### src/rtl/dmem_store_buffer.sv
`default_nettype none
// ============================================================================
// Module  : dmem_store_buffer
// Purpose : Posted-write FIFO between core MEM stage and data memory, with
//           youngest-entry store-to-load forwarding.
// Revision: 1.0 - initial release
// ============================================================================
module dmem_store_buffer #(
  parameter int DEPTH = 4
) (
  input  logic        clk,
  input  logic        reset_n,
  input  logic        core_we,
  input  logic [31:0] core_addr,
  input  logic [31:0] core_wdata,
  output logic [31:0] core_rdata,
  output logic        buf_full,
  output logic        buf_empty,
  output logic        overflow,
  output logic        mem_wreq,
  output logic [31:0] mem_waddr,
  output logic [31:0] mem_wdata,
  input  logic        mem_wack,
  output logic [31:0] mem_raddr,
  input  logic [31:0] mem_rdata
);

  localparam int c_PTR_W = $clog2(DEPTH);
  localparam int c_CNT_W = c_PTR_W + 1;
  localparam logic [c_PTR_W-1:0] c_PTR_ONE = c_PTR_W'(1);
  localparam logic [c_CNT_W-1:0] c_CNT_ONE = c_CNT_W'(1);
  localparam logic [c_CNT_W-1:0] c_FULL    = c_CNT_W'(DEPTH);

  logic [31:0]        r_addr [DEPTH];
  logic [31:0]        r_data [DEPTH];
  logic [c_PTR_W-1:0] r_head;
  logic [c_PTR_W-1:0] r_tail;
  logic [c_CNT_W-1:0] r_count;
  logic               r_overflow;

  logic               w_enq;
  logic               w_deq;
  logic               w_fwd_hit;
  logic [31:0]        w_fwd_data;
  logic [c_PTR_W-1:0] w_idx;

  assign buf_full  = (r_count == c_FULL);
  assign buf_empty = (r_count == '0);
  assign overflow  = r_overflow;
  assign mem_wreq  = !buf_empty;
  assign mem_waddr = r_addr[r_head];
  assign mem_wdata = r_data[r_head];
  assign mem_raddr = core_addr;

  // Full check uses the registered count: a same-cycle drain never admits a store.
  assign w_enq = core_we && !buf_full;
  assign w_deq = mem_wreq && mem_wack;

  always_ff @(posedge clk or negedge reset_n) begin
    if (!reset_n) begin
      r_head     <= '0;
      r_tail     <= '0;
      r_count    <= '0;
      r_overflow <= 1'b0;
      for (int i = 0; i < DEPTH; i++) begin
        r_addr[i] <= '0;
        r_data[i] <= '0;
      end
    end else begin
      if (w_enq) begin
        r_addr[r_tail] <= core_addr;
        r_data[r_tail] <= core_wdata;
        r_tail         <= r_tail + c_PTR_ONE;
      end
      if (w_deq) begin
        r_head <= r_head + c_PTR_ONE;
      end
      case ({w_enq, w_deq})
        2'b10:   r_count <= r_count + c_CNT_ONE;
        2'b01:   r_count <= r_count - c_CNT_ONE;
        default: r_count <= r_count;
      endcase
      if (core_we && buf_full) begin
        r_overflow <= 1'b1;
      end
    end
  end

  // Scan oldest to youngest so the last match wins; word-granular compare.
  always_comb begin
    w_fwd_hit  = 1'b0;
    w_fwd_data = '0;
    w_idx      = '0;
    for (int i = 0; i < DEPTH; i++) begin
      w_idx = r_head + c_PTR_W'(i);
      if ((c_CNT_W'(i) < r_count) && (r_addr[w_idx][31:2] == core_addr[31:2])) begin
        w_fwd_hit  = 1'b1;
        w_fwd_data = r_data[w_idx];
      end
    end
  end

  assign core_rdata = (!core_we && w_fwd_hit) ? w_fwd_data : mem_rdata;

endmodule
`default_nettype wire
### config.mk
export PLATFORM = sky130hd
export DESIGN_NAME = dmem_store_buffer
export DESIGN_NICKNAME = d
export VERILOG_FILES = /design/src/rtl/dmem_store_buffer.sv
export SDC_FILE = /design/constraint.sdc
export NUM_CORES = 1
export LEC_CHECK = 0
export CAP_MARGIN = 20
export CORE_MARGIN = 2
export CORE_UTILIZATION = 50
export DETAILED_ROUTE_END_ITERATION = 8
export PLACE_DENSITY_LB_ADDON = 0.15
export SYNTH_ARGS = -nofsm -noshare
export SYNTH_HDL_FRONTEND = slang
export SYNTH_SLANG_ARGS = --single-unit
### constraint.sdc
create_clock -name clk -period 7.6 [get_ports clk]
set_input_delay 1.52 -clock clk [delete_from_list [all_inputs] [get_ports clk]]
set_output_delay 1.52 -clock clk [all_outputs]
set_load 0.01 [all_outputs]
# ---- Word-level counts from Yosys, hierarchy flattened
# Index checks and enable logic that the tools add are counted.
# W data, S select, Z words.
dict set report word_totals {
  reg_bits 264
  inputBits 100
  out_inout_bits 132
  wordCells 92
}
dict set report op_classes {
  n_reduce_logical 14
  muxes 38
  addsub 6
  n_bitwise 5
  magnitude_cmp 10
  eq_ne 7
}
# operator n
set ops {}
lappend ops {{$mux W32} 22}
lappend ops {{$bmux W32 S2} 8}
lappend ops {{$bwmux W128} 2}
lappend ops {{$eq A30 B30 Y1} 4}
lappend ops {{$demux W32 S2} 1}
lappend ops {{$ge A3 B3 Y1 const B} 5}
lappend ops {{$not A2 Y3} 5}
lappend ops {{$logic_and A1 B1 Y1} 9}
lappend ops {{$lt A1 B3 Y1 const A} 2}
lappend ops {{$lt A2 B3 Y1 const A} 2}
lappend ops {{$pmux W3 S2} 1}
lappend ops {{$add A2 B1 Y2 const B} 2}
lappend ops {{$add A2 B2 Y2 const B} 2}
lappend ops {{$mux W1} 4}
lappend ops {{$add A3 B1 Y3 const B} 1}
lappend ops {{$eq A3 B3 Y1 const B} 1}
lappend ops {{$logic_not A1 Y1} 3}
lappend ops {{$logic_not A3 Y1} 1}
lappend ops {{$lt A3 B1 Y1 const B} 1}
lappend ops {{$sub A3 B1 Y3 const B} 1}
lappend ops {{$eq A2 B1 Y1 const B} 1}
lappend ops {{$eq A2 B2 Y1 const B} 1}
lappend ops {{$reduce_bool A2 Y1} 1}

# ---- Longest topological paths before layout
# Gate-level depths: netlist of the first run.
dict set report depth {
  ltp_word 12
  ltp_mapped 16
  ltp_nobuf 10
}

# ---- Least setup slack after synthesis of the first run
# OpenSTA, ideal clock, no wires.
dict set report synth_path {
  path_type {input to output}
  from {in core_addr[5]}
  to {out core_rdata[0]}
  t_required_ns 6.080
  path_buffers 3
  path_slack_ns 2.059
  path_stages 12
  arrival_ns 4.021
  cell_sequence {clkbuf_1 > inv_1 > o2bb2ai_1 > a221oi_1 > o2111ai_1 > or4_1 > or2_1 > buf_2 > a41oi_4 > buf_4 > o31ai_1 > o21ai_1}
}
dict set report synth_via {
  elab_chain_cells 8
  elab_cells_between_ends 18
  classes_between {eq/ne: 4; mux: 9; reduce/logical: 5}
}
# element line
set synth_rtl {}
lappend synth_rtl {{start, declared} 14} ;# input logic [31:0] core_addr,
lappend synth_rtl {{$eq A30 B30 Y1} 96} ;# if ((c_CNT_W'(i) < r_count) && (r_addr[w_idx][31:2] == core_addr[31:2])) begin
lappend synth_rtl {{$logic_and A1 B1 Y1} 96}
lappend synth_rtl {{$mux W1 (4 in series)} 96}
lappend synth_rtl {{$logic_and A1 B1 Y1} 103} ;# assign core_rdata = (!core_we && w_fwd_hit) ? w_fwd_data : mem_rdata;
lappend synth_rtl {{$mux W32 (*)} 103}
lappend synth_rtl {{end, declared} 16} ;# output logic [31:0] core_rdata,
# Every way passes the cells marked *; elsewhere a longest branch is shown, timed or not.

# ---- Final worst setup path of the first run
dict set report layout_path {
  from {in core_addr[25]}
  to {out core_rdata[28]}
}
# Same word-level chain as after synthesis.

==> run_results.csv, run 1 <==
group,metric,value,unit
setup_path,cp-start-kind,"input port",
setup_path,worst_setup_path_end_kind,"output pin",
global_route,grt_pass1_wl,95.43,mm
clocking,cts_max_level,1,
route,highest_layer,"met4",
placed_design,io_buffers,231,
power_and_ir_drop,peakVddDrop,0.2480,mV
timing,tns,0,ns
logic_synthesis,postSynth.asyncResetShare,100.0,%
route,via_per_inst,6.392,
floorplan,die_y,201.8,um
cells_and_area,layout-drive-gt1-share,23.57,%
global_route,grt_max_degree,162,
route,routed_wl,62.13,mm
floorplan,dieArea,0.04072,mm2
logic_synthesis,synth_top_family_by_area,"multiplexers",
logic_synthesis,synth_compound_area_share,12.61,%
timing,tightest_slew,1.073,ns
clocking,cts_root_buffer,"clkbuf_16",
logic_synthesis,synth_top_area_cell,"dfrtp_1",
logic_synthesis,syn_inst,1889,
logic_synthesis,syn_avg_cell_area,10.35,um2
timing,final-setup-viol-count,0,
clocking,clk_latency,0.60,ns
clocking,cts_sinks,264,
route,dr.pass1.iters,6,
placed_design,pre_cts_ws,0.6639,ns
setup_path,cpMostUsedCell,"clkdlybuf4s50_1",
floorplan,std_cell_rows,72,
logic_synthesis,yosys_warnings,0,
global_route,grt_pass1_vias,15854,
logic_synthesis,synth_edf_count,0,
timing,finalHoldViolCount,0,
clocking,cts_hold_buf,0,
logic_synthesis,ys_seq_elements,264,
route,drc,0,
floorplan,io_pins,232,
logic_synthesis,ys.flop_type,"dfrtp_1",
route,post_drt_wl_per_cell,24.44,um
power_and_ir_drop,p_per_area,474.1,mW/mm2
timing,skew,0.03315,ns
logic_synthesis,syn_area,0.01956,mm2
setup_path,cp_slowest_cell,"or4_1",
job,cap_violations,0,
logic_synthesis,synth_top_area_share,33.77,%
logic_synthesis,ys_seq_area_share,33.77,%
clocking,cts_resized,0,
setup_path,worstSetupPathType,"in2out",
min_path,hold_class,"reg2reg",
clocking,cts-buffers-inserted,31,
logic_synthesis,synthAdderAreaFrac,0.5757,%
global_route,grt_remaining_overflow,0,
timing,setup_slack,0.5651,ns
timing,period_needed,7.035,ns
global_route,grt_use_total,29.94,%
clocking,cts_setup_buffers,0,
floorplan,start_util,50.61,%
logic_synthesis,synthMuxAreaShare,33.16,%
clocking,clk_pin_slew,0.05,ns
route,drt-initial-drc-count,1643,
cells_and_area,nNetsFinal,2115,
cells_and_area,n_fill_cell,3243,
global_route,antenna_found_initial,0,
route,vias,16248,
setup_path,path_cells,"clkdlybuf4s50_1, a221oi_1, o2111ai_1, or4_1, o2111ai_4, buf_4, nor2b_1, o31ai_1, o21ai_1, clkdlybuf4s50_1",
route,met2WireLength,28.40,mm
setup_path,crit_fanout,14,
logic_synthesis,synthXorXnorAreaFrac,4.254,%
timing,fin_crit_sh,92.56,%
timing,rsz0062_at_grt,"no",
setup_path,crit_required,6.08,ns
cells_and_area,syn_to_final_growth,17.53,%
floorplan,fp.dieW,201.8,um
route,wl_met3,4.767,mm
cells_and_area,n_antenna_cell,0,
placed_design,dp_hpwl,42.01,mm
timing,finalMaxSlewViolations,0,
route,wl_met1,27.23,mm
floorplan,core,0.03865,mm2
placed_design,gp_congestion,1.012,
setup_path,cp.arrival,5.51,ns
route,antenna_left,0,
logic_synthesis,synth_cell_types,74,
logic_synthesis,synth_nets,1998,
outcome,outcome,"completed",
power_and_ir_drop,leakage,0.009672,uW
timing,slew_headroom,28.33,%
clocking,cts_buffer_depth,3,
logic_synthesis,synth_simple_gate_area_share,9.531,%
setup_path,cpPeakStageDelay,0.66,ns
logic_synthesis,yosys-top-cells-area,"dfrtp_1 34%, mux2_2 19%, mux2i_1 10%",
timing,max_freq,142.1,MHz
clocking,cts_tree,"built",
power breakdown:
| group | leakage [uW] | total [uW] | switching (uW) | internal [uW] |
|---|---|---|---|---|
| clock network | 0.000473 | 1460 | 611 | 847 |
| logic | 0.00603 | 6690 | 3510 | 3180 |
| registers | 0.00317 | 2750 | 630 | 2120 |
cells by family (layout without fill, tap and decap cells):
group	Yosys count	count (layout)
compound gates	359	359
xor+xnor	95	95
fa+ha+maj	9	9
buf+inv	238	373
flops	264	264
mux	564	564
simple gates	360	360
registers in the layout, summed over array words and instances, names as in the netlist:
signal and cells:
r_addr 128, r_count 3, overflow 1, r_tail 2, r_data 128, r_head 2
layer usage:
| metal | vias up | GRT usage (%) |
|---|---|---|
| li1 | 7222 | - |
| met1 | 8147 | 43.16 |
| met2 | 757 | 46.23 |
| met3 | 122 | 4.418 |
| met4 | 0 | 10.03 |
| met5 | - | 0 |
cell usage in the layout (no fill, tap or decap), types with 19 or more instances in the layout:
cell type        count
mux2_2             326
dfrtp_1            262
clkdlybuf4s50_1    230
mux2i_1            200
nor2_1              90
nand2_1             83
xnor2_1             79
o21ai_0             64
a211oi_1            56
buf_4               49
a21oi_1             45
o31ai_1             45
inv_1               35
mux4_2              34
o21ai_1             34
nand2b_1            34
clkbuf_16           31
or4_1               30
nand3b_1            21
nand4_1             20
nand3_1             20
o311ai_0            19
worst max-delay path, delay by kind of cell:
family	cells	cell delay (ns)
AOI/OAI and AO/OA	5	1.76
buffers and inverters	3	1.48
and+or+nand+nor	2	0.74
path summary, 6_finish.rpt:
kind	endpoint	from	cells after the start	slack (ns)
worst max-delay path	core_rdata[28]	core_addr[25]	10	0.57
worst min-delay path	overflow	overflow	1	0.46
worst max register to register	r_data[1]	r_count[0]	7	4.18
worst min register to register	overflow	overflow	1	0.46
max in group asynchronous	r_data[8]	reset_n	2	5.24
min in group asynchronous	r_addr[14]	reset_n	1	0.94
layout make-up:
type | instances | area [um2] | area share [%]
timing repair buffer | 286 | 2805 | 12.20
inverter | 36 | 137.6 | 0.5987
multi-input combinational | 1387 | 11830 | 51.44
tap | 518 | 648.1 | 2.819
clock inverter | 8 | 97.59 | 0.4245
clock buffer | 43 | 860.8 | 3.744
sequential | 264 | 6614 | 28.77
Yosys cell counts (30+ instances only):
library cell	number
dfrtp_1	264
xnor2_1	79
mux2i_1	200
mux4_2	34
mux2_2	326
clkbuf_1	76
inv_1	35
a21oi_1	45
nand2_1	88
buf_4	43
o21ai_0	64
buf_1	43
o31ai_1	45
nor2_1	90
nand2b_1	34
a211oi_1	56
or4_1	30
o21ai_1	34
per-stage QoR:
step	instance area (um2)	util (%)	instances	hold slack (ns)	power [uW]
final	22990	59.49	2542	0.4584	10900
after global routing	22990	59.49	2542	0.5030	11470
after CTS	22990	59.49	2542	0.4603	10810
after detailed placement	22030	57.01	2491	0.4479	9319
after global placement	22030	57.01	2491	0.4442	9193
after floorplan	19560	-	1889	0.4652	7103
(Power assumes the default switching activity.)
==> inputs of run 2 (changes only) <==
Clock period 7.6 ns to 8.48 ns, I/O delays scaled along.
==> run_results.csv, run 2 (synthesis gave the netlist of run 1 again) <==
group,metric,value,unit
outcome,outcome,"completed",
setup_path,cpMostUsedCell,"clkdlybuf4s50_1",
global_route,gr-usage-met3,5.901,%
floorplan,start_util,50.61,%
setup_path,cpPeakStageDelay,0.79,ns
cells_and_area,fin_area,0.02311,mm2
setup_path,path_cells,"clkdlybuf4s50_1, a2bb2oi_1, nand2_1, or4_1, a2111oi_2, nand3_1, a41oi_4, buf_12, o31ai_1, o21ai_1, clkdlybuf4s50_1",
timing,max_freq,130.6,MHz
route,dr.pass1.iters,5,
timing,setup_slack,0.8214,ns
power_and_ir_drop,switching_share,42.88,%
cells_and_area,n_fill_cell,3259,
timing,fin_crit_sh,90.31,%
clocking,clk_latency,0.55,ns
route,vias,16167,
global_route,met1_usage,41.82,%
min_path,hold_class,"reg2reg",
min_path,min_path_cells,1,
cells_and_area,syn_to_final_growth,18.17,%
timing,whs,0.4646,ns
global_route,met2_usage,47.40,%
global_route,grt_remaining_overflow,0,
route,post_drt_wl_per_cell,24.46,um
setup_path,cp-start-kind,"input port",
placed_design,gp_congestion,1.016,
power_and_ir_drop,leakage,0.009722,uW
route,routed_wl,62.16,mm
setup_path,worstSetupPathType,"in2out",
setup_path,crit_required,6.78,ns
power_and_ir_drop,p_comb_share,59.2,%
timing,skew,0.01827,ns
setup_path,crit_family,"compound AO/OA/AOI/OAI gates",
clocking,cts_setup_buffers,0,
timing,slew_headroom,33.11,%
cells_and_area,layout_commonest_cell,"mux2_2",
global_route,grt_pass1_wl,95.52,mm
power_and_ir_drop,p_total,9993,uW
clocking,cts_tree,"built",
cells_and_area,multiInputGateArea,0.01183,mm2
timing,tightest_slew,1.003,ns
global_route,grt_busiest_layer,"met2",
cells_and_area,layout-drive-gt1-share,23.61,%
global_route,grt_max_degree,94,
job,cap_violations,0,
setup_path,path_buf_inv,3,
timing,finalHoldViolCount,0,
clocking,cts_hold_buf,0,
timing,final-setup-viol-count,0,
route,antenna_left,0,
clocking,cts_buffer_depth,3,
route,via_per_inst,6.362,
floorplan,std_cell_rows,72,
setup_path,r2r_cells,7,
floorplan,die_y,201.8,um
floorplan,fp.dieW,201.8,um
power_and_ir_drop,netSwitchingPower,4285,uW
setup_path,cp.depth,11,
clocking,cts_sinks,264,
power_and_ir_drop,p_per_area,432.3,mW/mm2
timing,rsz0062_at_grt,"no",
timing,tns,0,ns
power_and_ir_drop,peakVddDrop,0.2241,mV
floorplan,dieArea,0.04072,mm2
route,drt-initial-drc-count,1429,
global_route,grt_use_total,30.19,%
placed_design,dp_hpwl,41.62,mm
route,drc,0,
floorplan,io_pins,232,
setup_path,cp_slowest_cell,"clkdlybuf4s50_1",
clocking,cts_max_level,2,
cells_and_area,top_regs,"r_addr x128, r_data x128, r_count x3",
setup_path,cp.arrival,5.96,ns
setup_path,crit_fanout,34,
global_route,antenna_found_initial,3,
clocking,clk_pin_slew,0.06,ns
timing,period_needed,7.659,ns
floorplan,core,0.03865,mm2
placed_design,pre_cts_ws,0.8922,ns
timing,finalMaxSlewViolations,0,
placed_design,io_buffers,231,
setup_path,worst_setup_path_end_kind,"output pin",
cells_and_area,mostFrequentLayoutCells,"326 x mux2_2, 262 x dfrtp_1, 230 x clkdlybuf4s50_1",
power_and_ir_drop,clockPowerShare,15.7,%
clocking,cts_resized,0,
power_and_ir_drop,pwr-share-seq,25.1,%
cells_and_area,seq_area,0.006614,mm2
global_route,grt_pass1_vias,15961,
placed_design,placed_cell_area,0.02190,mm2
power_and_ir_drop,p_int,5708,uW
clocking,cts_root_buffer,"clkbuf_16",
cells_and_area,nNetsFinal,2104,
clocking,cts-buffers-inserted,34,
[run 2: area by class of cell]
cell class / instances / share of cell area [%]
inverters: 36 / 0.5954
clock buffers: 42 / 4.033
flip-flops and latches: 264 / 28.61
diodes: 3 / 0.03248
repair buffers: 272 / 11.57
multi-input cells: 1387 / 51.16
clock inverters: 19 / 1.185
well taps: 518 / 2.804
[run 2: per-layer routing]
layer	up-vias	part of all wire, %
li1	7206	-
met5	-	0.018
met3	139	7.6
met1	8151	43
met4	2	3.0
met2	669	46
[run 2: metrics by stage]
stage,std cells,utilization (%)
2_1_floorplan,1889,-
3_3_place_gp,2477,56.67
3_5_place_dp,2477,56.67
4_1_cts,2538,59.79
5_1_grt,2540,59.80
6_report,2541,59.81
[run 2: power groups by stage]
stage / logic (uW) / clock network (uW) / registers [uW]
after floorplan: 4110 / 0 / 2260
after global placement: 5760 / 0 / 2450
after detailed placement: 5820 / 0 / 2500
after CTS: 5850 / 1600 / 2490
after global routing: 6280 / 1640 / 2600
final: 5920 / 1570 / 2510
[run 2: worst register-to-register path: stages (launching register included)]
cell and delay [ns]:
dfrtp_1 0.46, inv_1 0.09, ha_1 0.21, and2_1 0.19, nor2b_1 0.78, nand2_4 0.53, buf_4 0.50, mux2_2 0.41
[run 2: worst paths after layout]
| path | from | to | slack [ns] |
|---|---|---|---|
| hold / removal | overflow | overflow | 0.46 |
| min in group asynchronous | reset_n | r_addr[89] | 1.19 |
| hold reg to reg | overflow | overflow | 0.46 |
| max in group asynchronous | reset_n | r_addr[103] | 5.51 |
| setup reg to reg | r_count[0] | r_data[107] | 5.19 |
| setup / recovery | core_addr[25] | core_rdata[10] | 0.82 |
==> inputs of run 3 (changes only) <==
Settings changed: CAP_MARGIN 20 to 15, CORE_UTILIZATION 50 to 55.
==> run_results.csv, run 3 (synthesis gave the netlist of run 1 again) <==
group,metric,value,unit
clocking,cts_buffer_depth,3,
placed_design,dp_hpwl,40.95,mm
route,routed_wl,60.82,mm
global_route,antenna_found_initial,1,
floorplan,die_y,192.6,um
outcome,outcome,"completed",
clocking,cts_setup_buffers,0,
floorplan,std_cell_rows,69,
placed_design,gp_congestion,1.037,
timing,slew_headroom,21.09,%
floorplan,io_pins,232,
min_path,hold_class,"reg2reg",
route,dr.pass1.iters,5,
global_route,grt_max_degree,168,
setup_path,crit_required,6.78,ns
route,drc,0,
timing,rsz0062_at_grt,"no",
floorplan,fp.dieW,192.6,um
timing,max_freq,126.1,MHz
setup_path,worstSetupPathType,"in2out",
setup_path,r2r-end,"r_addr[109]",
placed_design,io_buffers,231,
min_path,min_path_cells,1,
route,post_drt_wl_per_cell,24.47,um
setup_path,r2r_cells,7,
cells_and_area,nNetsFinal,2108,
global_route,grt_pass1_wl,94.10,mm
cells_and_area,syn_to_final_growth,17.63,%
power_and_ir_drop,clockPowerShare,14.8,%
power_and_ir_drop,leakage,0.009712,uW
setup_path,reg2reg_from,"r_count[0]",
floorplan,start_util,55.39,%
clocking,cts_resized,0,
power_and_ir_drop,p_int,5651,uW
global_route,grt_pass1_vias,16214,
floorplan,core,0.03531,mm2
min_path,min-delay-start,"overflow",
clocking,cts-buffers-inserted,34,
route,antenna_left,0,
route,vias,16274,
cells_and_area,top_regs,"r_addr x128, r_data x128, r_count x3",
global_route,grt_use_total,32.93,%
timing,whs,0.4733,ns
power_and_ir_drop,p_comb_share,59.9,%
setup_path,worst_setup_path_end_kind,"output pin",
clocking,cts_max_level,2,
power_and_ir_drop,netSwitchingPower,4251,uW
timing,finalMaxSlewViolations,0,
cells_and_area,layout_commonest_cell,"mux2_2",
timing,final-setup-viol-count,0,
timing,finalHoldViolCount,0,
job,cap_violations,0,
setup_path,cp.arrival,6.24,ns
setup_path,crit_fanout,15,
power_and_ir_drop,pwr-share-seq,25.3,%
timing,fin_crit_sh,93.54,%
cells_and_area,mostFrequentLayoutCells,"326 x mux2_2, 262 x dfrtp_1, 230 x clkdlybuf4s50_1",
power_and_ir_drop,switching_share,42.93,%
power_and_ir_drop,peakVddDrop,0.2395,mV
cells_and_area,layout-drive-gt1-share,23.57,%
timing,tightest_slew,1.184,ns
route,via_per_inst,6.546,
setup_path,cp-start-kind,"input port",
min_path,min_to,"overflow",
route,drt-initial-drc-count,1621,
timing,skew,0.01766,ns
clocking,clk_latency,0.51,ns
clocking,clk_pin_slew,0.06,ns
timing,period_needed,7.932,ns
setup_path,r2r_slack,5.15,ns
global_route,grt_remaining_overflow,0,
clocking,cts_sinks,264,
timing,tns,0,ns
floorplan,dieArea,0.03709,mm2
power_and_ir_drop,p_per_area,430.4,mW/mm2
clocking,cts_root_buffer,"clkbuf_16",
clocking,cts_hold_buf,0,
clocking,cts_tree,"built",
run 3: changes by cell type in the layout (fill, tap and decap cells not counted), moves of 2 or more:
cell / delta
clkinv_4: -2
bufinv_16: -3
clkbuf_1: +4
diode_2: -2
buf_4: +3
clkinv_2: -2
clkbuf_8: +4
run 3: per-stage QoR:
stage | cell area, um2 | utilization [%] | worst slack (ns) | total power [uW] | instances
3_5_place_dp | 21850 | 61.89 | 0.6980 | 8300 | 2423
4_1_cts | 22990 | 65.11 | 0.6657 | 9816 | 2484
5_1_grt | 23010 | 65.16 | 0.4341 | 10440 | 2486
3_3_place_gp | 21850 | 61.89 | 0.7759 | 8170 | 2423
2_1_floorplan | 19560 | - | 2.587 | 6366 | 1889
6_report | 23010 | 65.16 | 0.5480 | 9903 | 2486
run 3: routing by layer:
layer  share of wire (%)  GRT usage, %  vias to the layer above
li1                    -             -                     7203
met1                  43         46.65                     8141
met2                  45         50.37                      782
met3                 8.0         5.728                      148
met4                 3.6         12.42                        0
met5                   0             0                        -
run 3: worst max-delay path, cell delays in order:
cell and delay (ns):
clkdlybuf4s50_1 0.69, inv_1 0.22, o2bb2ai_1 0.19, a221oi_1 0.42, o2111ai_1 0.17, or4_1 0.62, or2_1 0.33, a41oi_4 0.72
buf_4 0.31, o31ai_1 0.09, o21ai_1 0.21, clkdlybuf4s50_1 0.57
run 3: layout make-up:
class                           count  area (um2)
Clock buffer                       50        1002
Antenna cell                        1       2.502
Tap cell                          461       576.8
Clock inverter                     11       136.4
Inverter                           36       137.6
Timing Repair Buffer              276        2713
Multi-Input combinational cell   1387       11830
Fill cell                        2800       12300
Sequential cell                   264        6614
run 3: how the worst max path moves through the flow:
stage                endpoint  slack (ns)          from  depth (start not counted)
6_report       core_rdata[12]        0.55  core_addr[5]                         12
5_1_grt        core_rdata[25]        0.43  core_addr[5]                         12
4_1_cts        core_rdata[12]        0.67  core_addr[5]                         12
3_5_place_dp   core_rdata[12]        0.70  core_addr[5]                         12
3_3_place_gp   core_rdata[12]        0.78  core_addr[9]                         11
2_1_floorplan   core_rdata[0]        2.59  core_addr[5]                         12
run 3: power groups by stage:
stage                     clock network, uW  registers [uW]  logic [uW]
after detailed placement                  0            2490        5810
after CTS                              1490            2480        5850
after global placement                    0            2430        5740
after global routing                   1550            2590        6300
final                                  1470            2500        5930
after floorplan                           0            2260        4110
